**config.mk**
```make
export PLATFORM = sky130hd
export DESIGN_NAME = gate_sweep_ctrl
export DESIGN_NICKNAME = d
export VERILOG_FILES = /design/src/rtl/gate_pkg.sv /design/src/rtl/gate_eval.sv /design/src/rtl/gate_sweep_ctrl.sv
export SDC_FILE = /design/constraint.sdc
export NUM_CORES = 1
export LEC_CHECK = 0
export BUFFER_PORTS_ARGS = -buffer_cell sky130_fd_sc_hd__buf_2
export CAP_MARGIN = 20
export CORE_MARGIN = 4
export CORE_UTILIZATION = 60
export DETAILED_ROUTE_END_ITERATION = 16
export GPL_TIMING_DRIVEN = 1
export HOLD_SLACK_MARGIN = 0.03
export PLACE_DENSITY = 0.9
export SETUP_SLACK_MARGIN = 0.1
export SYNTH_ARGS = -nofsm -noshare
export SYNTH_HDL_FRONTEND = slang
export SYNTH_SLANG_ARGS = --single-unit
```
**constraint.sdc**
```tcl
create_clock -name clk -period 3.94 [get_ports clk]
set_input_delay 0.591 -clock clk [delete_from_list [all_inputs] [get_ports clk]]
set_output_delay 0.591 -clock clk [all_outputs]
set_load 0.1 [all_outputs]
```
**src/rtl/gate_pkg.sv**
```systemverilog
// rtl/gate_pkg.sv - opcodes, sweep FSM states and mask-scan helper shared by the gate sweep block and its bench
package gate_pkg;

  localparam logic [2:0] OP_AND  = 3'd0;
  localparam logic [2:0] OP_OR   = 3'd1;
  localparam logic [2:0] OP_NOT  = 3'd2;
  localparam logic [2:0] OP_NAND = 3'd3;
  localparam logic [2:0] OP_NOR  = 3'd4;
  localparam logic [2:0] OP_BUF  = 3'd5;
  localparam logic [2:0] OP_XOR  = 3'd6;
  localparam logic [2:0] OP_XNOR = 3'd7;

  typedef enum logic [1:0] {
    ST_IDLE   = 2'd0,
    ST_DRIVE  = 2'd1,
    ST_SAMPLE = 2'd2,
    ST_DONE   = 2'd3
  } state_t;

  typedef struct packed {
    logic       found;
    logic [2:0] idx;
  } op_sel_t;

  // Lowest set bit of mask at position >= from; from = 8 means none left.
  function automatic op_sel_t next_op(input logic [7:0] mask, input logic [3:0] from);
    op_sel_t r;
    r = '0;
    for (int i = 7; i >= 0; i--) begin
      if (mask[i] && (i >= int'(from))) begin
        r.found = 1'b1;
        r.idx   = 3'(i);
      end
    end
    return r;
  endfunction

endpackage

```
**src/rtl/gate_eval.sv**
```systemverilog
// rtl/gate_eval.sv - combinational golden model of the eight gate opcodes
module gate_eval
  import gate_pkg::*;
(
  input  logic [2:0] op,
  input  logic       a,
  input  logic       b,
  output logic       y
);

  always_comb begin
    y = 1'b0;
    case (op)
      OP_AND:  y = a & b;
      OP_OR:   y = a | b;
      OP_NOT:  y = ~a;
      OP_NAND: y = ~(a & b);
      OP_NOR:  y = ~(a | b);
      OP_BUF:  y = a;
      OP_XOR:  y = a ^ b;
      OP_XNOR: y = ~(a ^ b);
      default: y = 1'b0;
    endcase
  end

endmodule

```
**src/rtl/gate_sweep_ctrl.sv**
```systemverilog
// rtl/gate_sweep_ctrl.sv - sweeps every selected gate opcode through all four operand pairs and
// records the sampled results against the golden table
module gate_sweep_ctrl
  import gate_pkg::*;
#(
  parameter int unsigned SETTLE = 1
) (
  input  logic        clk,
  input  logic        rst,
  input  logic        start,
  input  logic [7:0]  op_mask,
  output logic [2:0]  gate_op,
  output logic        gate_a,
  output logic        gate_b,
  input  logic        y_in,
  output logic        busy,
  output logic        done,
  output logic [31:0] truth,
  output logic        err,
  output logic [4:0]  fail_idx
);

  localparam logic [3:0] SETTLE_M1 = 4'(SETTLE - 1);

  state_t     state, state_d;
  logic [7:0] mask_q;
  logic [3:0] cnt;
  logic       load, sample, golden;
  op_sel_t    first_sel, next_sel;
  logic [4:0] vec_idx;

  assign first_sel = next_op(op_mask, 4'd0);
  assign next_sel  = next_op(mask_q, {1'b0, gate_op} + 4'd1);
  assign vec_idx   = {gate_op, gate_a, gate_b};
  assign busy      = (state == ST_DRIVE) || (state == ST_SAMPLE);
  assign done      = (state == ST_DONE);

  gate_eval u_golden (
    .op (gate_op),
    .a  (gate_a),
    .b  (gate_b),
    .y  (golden)
  );

  always_comb begin
    state_d = state;
    load    = 1'b0;
    sample  = 1'b0;
    case (state)
      ST_IDLE: begin
        if (start) begin
          load    = 1'b1;
          state_d = first_sel.found ? ST_DRIVE : ST_DONE;
        end
      end
      ST_DRIVE: begin
        if (cnt == SETTLE_M1) state_d = ST_SAMPLE;
      end
      ST_SAMPLE: begin
        sample  = 1'b1;
        state_d = ({gate_a, gate_b} == 2'b11 && !next_sel.found) ? ST_DONE : ST_DRIVE;
      end
      ST_DONE: state_d = ST_IDLE;
      default: state_d = ST_IDLE;
    endcase
  end

  always_ff @(posedge clk or posedge rst) begin
    if (rst) begin
      state <= ST_IDLE;
      cnt   <= '0;
    end else begin
      state <= state_d;
      cnt   <= (state == ST_DRIVE && state_d == ST_DRIVE) ? cnt + 4'd1 : 4'd0;
    end
  end

  always_ff @(posedge clk or posedge rst) begin
    if (rst) begin
      mask_q   <= '0;
      gate_op  <= '0;
      gate_a   <= 1'b0;
      gate_b   <= 1'b0;
      truth    <= '0;
      err      <= 1'b0;
      fail_idx <= '0;
    end else begin
      if (load) begin
        mask_q   <= op_mask;
        truth    <= '0;
        err      <= 1'b0;
        fail_idx <= '0;
        if (first_sel.found) begin
          gate_op <= first_sel.idx;
          gate_a  <= 1'b0;
          gate_b  <= 1'b0;
        end
      end
      if (sample) begin
        truth[vec_idx] <= y_in;
        if ((y_in != golden) && !err) begin
          err      <= 1'b1;
          fail_idx <= vec_idx;
        end
        // The final vector of the sweep stays on the outputs until the next start.
        if ({gate_a, gate_b} != 2'b11) begin
          {gate_a, gate_b} <= {gate_a, gate_b} + 2'd1;
        end else if (next_sel.found) begin
          gate_op <= next_sel.idx;
          gate_a  <= 1'b0;
          gate_b  <= 1'b0;
        end
      end
    end
  end

endmodule

```
==> results.txt, run 1 <==
The timing-limited maximum frequency came out at 378 MHz. The aggregate global routing overflow came out at 0. The number of violations reported at the end of detailed-routing iteration 0 came out at 343. In this run the register-to-register setup slack is 1.30 ns. Broken down by cell family, the worst path's largest delay share belongs to flip-flops.

The clock share of power is 17.6%. Between clock sinks in the finished design, the worst skew comes to 0.0104 ns. After clock tree synthesis, the repair step resized 0 gates. The signal on the critical path passes through inv_1, ha_1, or3b_4, a21oi_4, o211ai_4, o311ai_4, nor2_1. Net switching is 54.3% of the power. The cell area that synthesis handed to floorplanning was 3290 µm². The post-route fraction of the period consumed by the critical path is 67.1%. For this run, the post-layout net count is 430. The most instantiated library cell after synthesis is sky130_fd_sc_hd__dfrtp_1. The synthesis-stage register bit count is 57. In this run the worst setup path terminates at cnt[3]$_DFF_PP0_. The design draws 3.43 mW. The number of optimization iterations in the first detailed-route pass is 5. The flow ran to the end, and the final reports show no timing, DRC or antenna violations. In this run the biggest area consumer among cell types represents 43.3% of the synthesized area. Routed signal wires occupy layers up through met4. The worst hold slack came out at 0.257 ns. The count of buffers from port buffering came out at 56. The number of placed I/O pins came out at 57. The total number of placement rows is 26.

Using the TritonRoute via totals, the vias-per-cell ratio works out to 6.29. In this run the worst path has a maximum fanout of 17. The global router's overall resource usage is 28.3%. The maximum number of pins on one net before global-route repair came out at 49. The critical path data arrival time came out at 2.86 ns. The average size of a mapped cell came out at 9.39 µm². The total of warnings raised by yosys is 0. The power density over the cells is 897 nW/µm². The overall routed net length is 8590 µm. Clock-pin slew was measured on the worst setup and hold paths at 0.07 ns. The biggest area contributor in the post-synthesis netlist is sky130_fd_sc_hd__dfrtp_1. The count of different cell masters after synthesis is 55. Setup repair after global routing left no endpoint under its margin. Sequential elements use 43.3% of the synthesized area. The instance area at placement is 3590 µm². Subtracting the final worst setup slack from the clock period gives 2.64 ns. The gate count of the mapped netlist came out at 351. The count of unresolved DRC violations after routing came out at 0. The worst-margin pin slew came out at 0.604 ns. The largest incremental delay on the critical path is 0.64 ns.

The clock sink count is 57. The final instance area came out at 3820 µm². In this run, synthesis inferred 0 flip-flops with an integrated enable. In the synthesized netlist the async set-or-reset flop fraction comes to 100%. The wire length per cell came out at 18.1 µm.

The total leakage power came out at 1.98 nW. The sum of negative setup slack is 0 ns. The maximum buffer depth of the clock tree is 2. In this run the clock root is driven by a sky130_fd_sc_hd__clkbuf_8. Detailed routing placed a total of 4050 µm of wire on met2. 0 antenna diodes ended up in the layout.

The tool flagged a number of max-cap violations equal to 0. The initial utilization of the core area, before any placement, comes to 63.3%. The headroom to the max-slew limit came out at 58.7%. The number of buffers inserted by hold repair at cts came out at 0. The insertion delay to the later sink of the worst-skew pair came out at 0.35 ns. The number of max-slew violations in the final report is 0. The fraction of layout cells with a size suffix above 1 is 24.0%. The antenna violation net count after detailed routing is 0.

The total setup buffers inserted after CTS is 0. The share of total power dissipated in sequential elements is 26.6%. The worst register-to-register path ends at cnt[3]$_DFF_PP0_. The critical path is of the flip-flop to flip-flop type. The total internal power came out at 1.57 mW.

In the synthesized netlist the dominant register cell turns out to be sky130_fd_sc_hd__dfrtp_1. The slowest stage of the critical path is the sky130_fd_sc_hd__dfrtp_1 cell. The clock tree synthesis step divided the H-tree into 3 levels. After synthesis, the cell types taking the most area are sky130_fd_sc_hd__dfrtp_1 43%, sky130_fd_sc_hd__o211ai_1 7.7%, sky130_fd_sc_hd__nand3_1 7.0%, sky130_fd_sc_hd__ha_1 6.5%, sky130_fd_sc_hd__nand2_1 6.3%. STA puts the critical path data required time at 4.16 ns.

The via count of the first global-routing pass came out at 2,905. The number of antenna violations at the first check in global routing is 0. The worst setup path is launched from a flip-flop. At the end of the flow the core is filled with cells to 73.5%. The width of the chip is 82.1 µm. The critical path runs through a total of 7 cells. Together, buffers and inverters on the worst path number 1.

The total of endpoints with negative setup slack in the final report came out at 0. The signed area change from the synthesized netlist to the final layout came out at 16.1%. The hold violation count in the final report came out at 0.

The die covers 6740 µm². The total number of vias came out at 2,990. The critical path startpoint is gate_op[2]$_DFF_PP0_. In the final routing, the length of wire on met1 measures 3470 µm. The number of nets handed over by synthesis was 380. The wire length on met3 came out at 835 µm. The clock tree from TritonCTS is done. The startpoint identified for the worst register-to-register timing path is gate_op[2]$_DFF_PP0_.

Routability-driven placement finished with a final weighted congestion of 0.841. The number of buffers inserted during clock tree synthesis is 9. The depth of the worst register-to-register path came out at 7. The switching component of the power is 1.86 mW.

The height of the die came out at 82.1 µm. The region available for standard cell placement spans 5200 µm². In the synthesized netlist, the cells that appear most often are 57 x sky130_fd_sc_hd__dfrtp_1, 55 x sky130_fd_sc_hd__nand2_1, 46 x sky130_fd_sc_hd__nand3_1. The first global-routing pass estimated 14,300 µm of wire. The worst supply voltage drop on vdd came out at 0.000651 V. Combinational logic burns 55.8% of the power. The min-delay analysis places its worst path in the category input pin to async pin. The worst setup path is captured at a flip-flop.

Once detailed placement completed, the half-perimeter wirelength came to 5870 µm.
==> worst min path at each step <==
stage,startpoint,endpoint,slack (ns),cells past startpoint
6_report,rst,truth[26]$_DFF_PP0_,0.26,2
3_5_place_dp,cnt[0]$_DFF_PP0_,cnt[0]$_DFF_PP0_,0.48,1
4_1_cts,cnt[0]$_DFF_PP0_,cnt[0]$_DFF_PP0_,0.48,1
3_3_place_gp,cnt[0]$_DFF_PP0_,cnt[0]$_DFF_PP0_,0.47,1
5_1_grt,rst,truth[26]$_DFF_PP0_,0.30,2
2_1_floorplan,cnt[0]$_DFF_PP0_,cnt[0]$_DFF_PP0_,0.45,1
==> state kept, by name, indices dropped and copies added (netlist names) <==
signal,count
truth,32
mask_q,8
fail_idx,5
cnt,4
gate_op,3
state,2
err,1
gate_a,1
gate_b,1
==> per-layer routing <==
metal,up-vias,GRT usage (%)
met4,0,15.0
met3,31,4.77
met2,188,43.4
li1,1360,-
met5,-,0
met1,1411,38.6
==> stage by stage <==
stage	worst slack, ns	instances
after floorplan	1.06	351
final	1.30	475
after global routing	1.14	475
after CTS	1.34	474
after detailed placement	1.38	459
after global placement	1.45	459
==> placed cells by master (no fill, tap or decap), drive strengths merged, types with 3 or more instances in the layout <==
| cell | synthesis | routed |
|---|---|---|
| buf | 3 | 59 |
| dfrtp | 57 | 57 |
| nand2 | 55 | 55 |
| nand3 | 46 | 46 |
| o211ai | 35 | 35 |
| ha | 17 | 17 |
| inv | 17 | 17 |
| nor2 | 14 | 14 |
| a21oi | 13 | 13 |
| clkbuf | 17 | 12 |
| nor3 | 9 | 9 |
| o21ai | 9 | 9 |
| mux2i | 8 | 8 |
| and2 | 6 | 6 |
| mux2 | 5 | 5 |
| nand2b | 5 | 5 |
| nor2b | 3 | 3 |
==> cell families (layout without fill, tap and decap cells) <==
kind of cell / count (synthesis) / count (layout) / share of synthesized area (%)
AND/OR/NAND/NOR: 150 / 150 / 22.4
AO/OA/AOI/OAI: 75 / 75 / 18.3
flip-flops: 57 / 57 / 43.3
buffers and inverters: 37 / 91 / 4.48
adder cells (fa/ha/maj): 17 / 17 / 6.46
multiplexers: 13 / 13 / 4.52
XOR/XNOR: 2 / 2 / 0.532
==> power groups by stage <==
stage	Clock, mW	Combinational, mW	Sequential (mW)
after floorplan	0	0.991	1.47
after global placement	0	1.83	0.900
after detailed placement	0	1.87	0.913
after CTS	0.597	1.90	0.906
after global routing	0.628	2.04	0.936
final	0.603	1.91	0.912
==> layout make-up <==
cell class / count / area [µm²]
Tap cell: 70 / 87.6
Timing Repair Buffer: 59 / 315
Fill cell: 392 / 1380
Sequential cell: 57 / 1430
Multi-Input combinational cell: 257 / 1720
Clock inverter: 3 / 65.1
Inverter: 17 / 63.8
Clock buffer: 12 / 145
No activity file was read; power rests on OpenSTA's default activity.
==> run 2, diff against run 1 <==
--- a/config.mk
+++ b/config.mk
@@ -8,11 +8,11 @@
 export BUFFER_PORTS_ARGS = -buffer_cell sky130_fd_sc_hd__buf_2
 export CAP_MARGIN = 20
 export CORE_MARGIN = 4
-export CORE_UTILIZATION = 60
+export CORE_UTILIZATION = 51
 export DETAILED_ROUTE_END_ITERATION = 16
 export GPL_TIMING_DRIVEN = 1
 export HOLD_SLACK_MARGIN = 0.03
-export PLACE_DENSITY = 0.9
+export PLACE_DENSITY = 0.82
 export SETUP_SLACK_MARGIN = 0.1
 export SYNTH_ARGS = -nofsm -noshare
 export SYNTH_HDL_FRONTEND = slang
==> constraint.sdc (replaced) <==
create_clock -name clk -period 2.19 [get_ports clk]
set_input_delay 0.3285 -clock clk [delete_from_list [all_inputs] [get_ports clk]]
set_output_delay 0.3285 -clock clk [all_outputs]
set_load 0.1 [all_outputs]
==> results.txt, run 2 (synthesis gave the netlist of run 1 again) <==
STA classifies the critical path startpoint as a flip-flop. For this design the top-level I/O count stands at 57. The HPWL reported at the end of detailed placement is 6010 µm.

The flow ran to the end, and the final reports show no timing, DRC or antenna violations. After global routing the overflow that remains totals 0. The number of antenna cells inserted came out at 0. Detailed routing inserted a total of 3,022 vias.

The via count of the first global-routing pass came out at 2,913. The global router's overall resource usage is 23.4%. The critical path goes through ha_4, ha_4, nor2b_1, a311oi_1, nand4_1, mux2i_4, mux2i_1.

Leaving out fill and tap cells, the most frequent cell in the layout is sky130_fd_sc_hd__buf_2. The number of standard cells in the layout, taps in and fillers out is 499. The first global-routing pass estimated 14,200 µm of wire. After layout, the minimum clock period comes to 2.09 ns. The worst setup path is captured at a flip-flop. From synthesis to final layout, the design area changed by 21.8%. Setup violations remaining at the end of the flow were counted as 0.

The number of buffers inserted during clock tree synthesis came out at 9. The biggest fanout along the worst timing path came out at 6. VDD sags by at most 0.000927 V. The headroom to the max-slew limit is 55.5%. The number of optimization iterations in the first detailed-route pass is 6. The overall power came out at 6.20 mW. The total leakage power came out at 2.04 nW. The largest incremental delay on the critical path is 0.47 ns. The width of the chip came out at 88.4 µm. The core area is 6310 µm². The maximum level of the CTS H-tree came out at 3. The clock sink count came out at 57.

The maximum buffer depth of the clock tree is 2. In the final routed layout, each cell accounts on average for 17.3 µm. The count of max-cap constraint violations came out at 0. After the first detailed-routing iteration, the DRC count stood at 310. The number of buffers inserted by hold repair at cts is 0.

In the layout the commonest cells are 56 x sky130_fd_sc_hd__buf_2, 55 x sky130_fd_sc_hd__nand2_1, 52 x sky130_fd_sc_hd__dfrtp_1. The die area is 7810 µm². Power spread over the standard cell area amounts to 1540 nW/µm². The slowest stage of the critical path belongs to the cell sky130_fd_sc_hd__dfrtp_2.

The hold violation count in the final report came out at 0. The final setup skew is 0.00620 ns. Based on the critical path, the design can be clocked at up to 478 MHz. The min-delay analysis places its worst path in the category input pin to async pin. The worst register-to-register path has a setup slack of 0.1 ns. The height of the die came out at 88.4 µm.

The number of antenna violations at the first check in global routing came out at 0. The cell sitting at the root of the clock tree is a sky130_fd_sc_hd__clkbuf_8. Routability-driven placement finished with a final weighted congestion of 0.969. The effective utilization at floorplan came out at 52.2%. The antenna violation net count after detailed routing came out at 0. The total number of placement rows is 29. The maximum number of pins on one net before global-route repair came out at 34. The overall routed net length is 8640 µm.

The fraction of layout cells with a size suffix above 1 is 30.3%. The worst-margin pin slew came out at 0.666 ns. The post-route fraction of the period consumed by the critical path is 95.6%.

Clock-pin slew was measured on the worst setup and hold paths at 0.06 ns. The insertion delay to the later sink of the worst-skew pair is 0.34 ns. The number of max-slew violations in the final report is 0. Setup repair after global routing could not meet its margin everywhere. The largest registers in the layout are truth (32), mask_q (8), fail_idx (5). The detailed-route vias per instance is 6.06.

The required time of the worst setup path is 2.45 ns. Data on the critical path arrives at its endpoint at 2.35 ns. The number of placed instances with taps included came out at 477.

The register with the most flip-flops in the layout has 32 of them. The clock tree from TritonCTS is done. The count of unresolved DRC violations after routing came out at 0. Counting flops per register, the top entry is truth. The number of nets in the layout is 447. During placement, the flow inserted port buffers numbering 56. The most numerous cell type found on the critical path is sky130_fd_sc_hd__ha_4. The worst setup path category is flip-flop to flip-flop.

The worst hold slack came out at 0.0320 ns.
==> run 2: critical path, delay by kind of cell, from the launching register on <==
family	cells	cell delay [ns]
fa+ha+maj	2	0.37
flops	1	0.47
simple gates	2	0.33
compound gates	1	0.25
mux	2	0.59
==> run 2: metal layers <==
layer	part of all wire (%)	vias up	routed length (µm)	global-route usage (%)
met3	7.6	17	653	6.33
met1	42	1473	3630	32.3
li1	-	1397	-	-
met2	49	135	4220	36.2
met5	0	-	0	0
met4	1.6	0	142	7.14
==> run 2: power by group <==
part	switching, mW	internal [mW]
logic	2.73	1.04
registers	0.277	1.32
clock network	0.409	0.431
==> run 2: timing repair <==
item	4_1_cts	5_1_grt
resized for setup	3	10
endpoints found under the setup margin	11	14
gates cloned	0	0
buffers inserted	5	2
pin swaps	8	7
==> run 2: final cells by class <==
class	instances	area, µm²
Timing Repair Buffer	76	463
Inverter	17	71.3
Fill cell	503	2300
Clock inverter	3	17.5
Clock buffer	12	145
Tap cell	77	96.3
Multi-Input combinational cell	257	1790
Sequential cell	57	1430
==> run 2: path summary, 6_finish.rpt <==
kind | startpoint | endpoint | depth (start not counted)
min in group clk | op_mask[3] | mask_q[3]$_DFFE_PP0P_ | 3
max in group asynchronous | rst | truth[16]$_DFF_PP0_ | 3
worst min register to register | cnt[0]$_DFF_PP0_ | cnt[0]$_DFF_PP0_ | 1
worst max register to register | gate_op[1]$_DFF_PP0_ | fail_idx[4]$_DFF_PP0_ | 7
worst max-delay path | gate_op[1]$_DFF_PP0_ | fail_idx[4]$_DFF_PP0_ | 7
worst min-delay path | rst | gate_b$_DFF_PP0_ | 2
==> run 2: stage by stage <==
step / setup TNS (ns) / utilization [%] / setup slack (ns) / area, µm²
2_1_floorplan: -1.81 / - / -0.217 / 3350
3_5_place_dp: 0 / 59.2 / 0.0347 / 3740
6_report: 0 / 63.6 / 0.0970 / 4010
5_1_grt: 0 / 63.6 / 0.0123 / 4010
4_1_cts: 0 / 62.7 / 0.107 / 3960
3_3_place_gp: 0 / 59.2 / 0.0917 / 3740
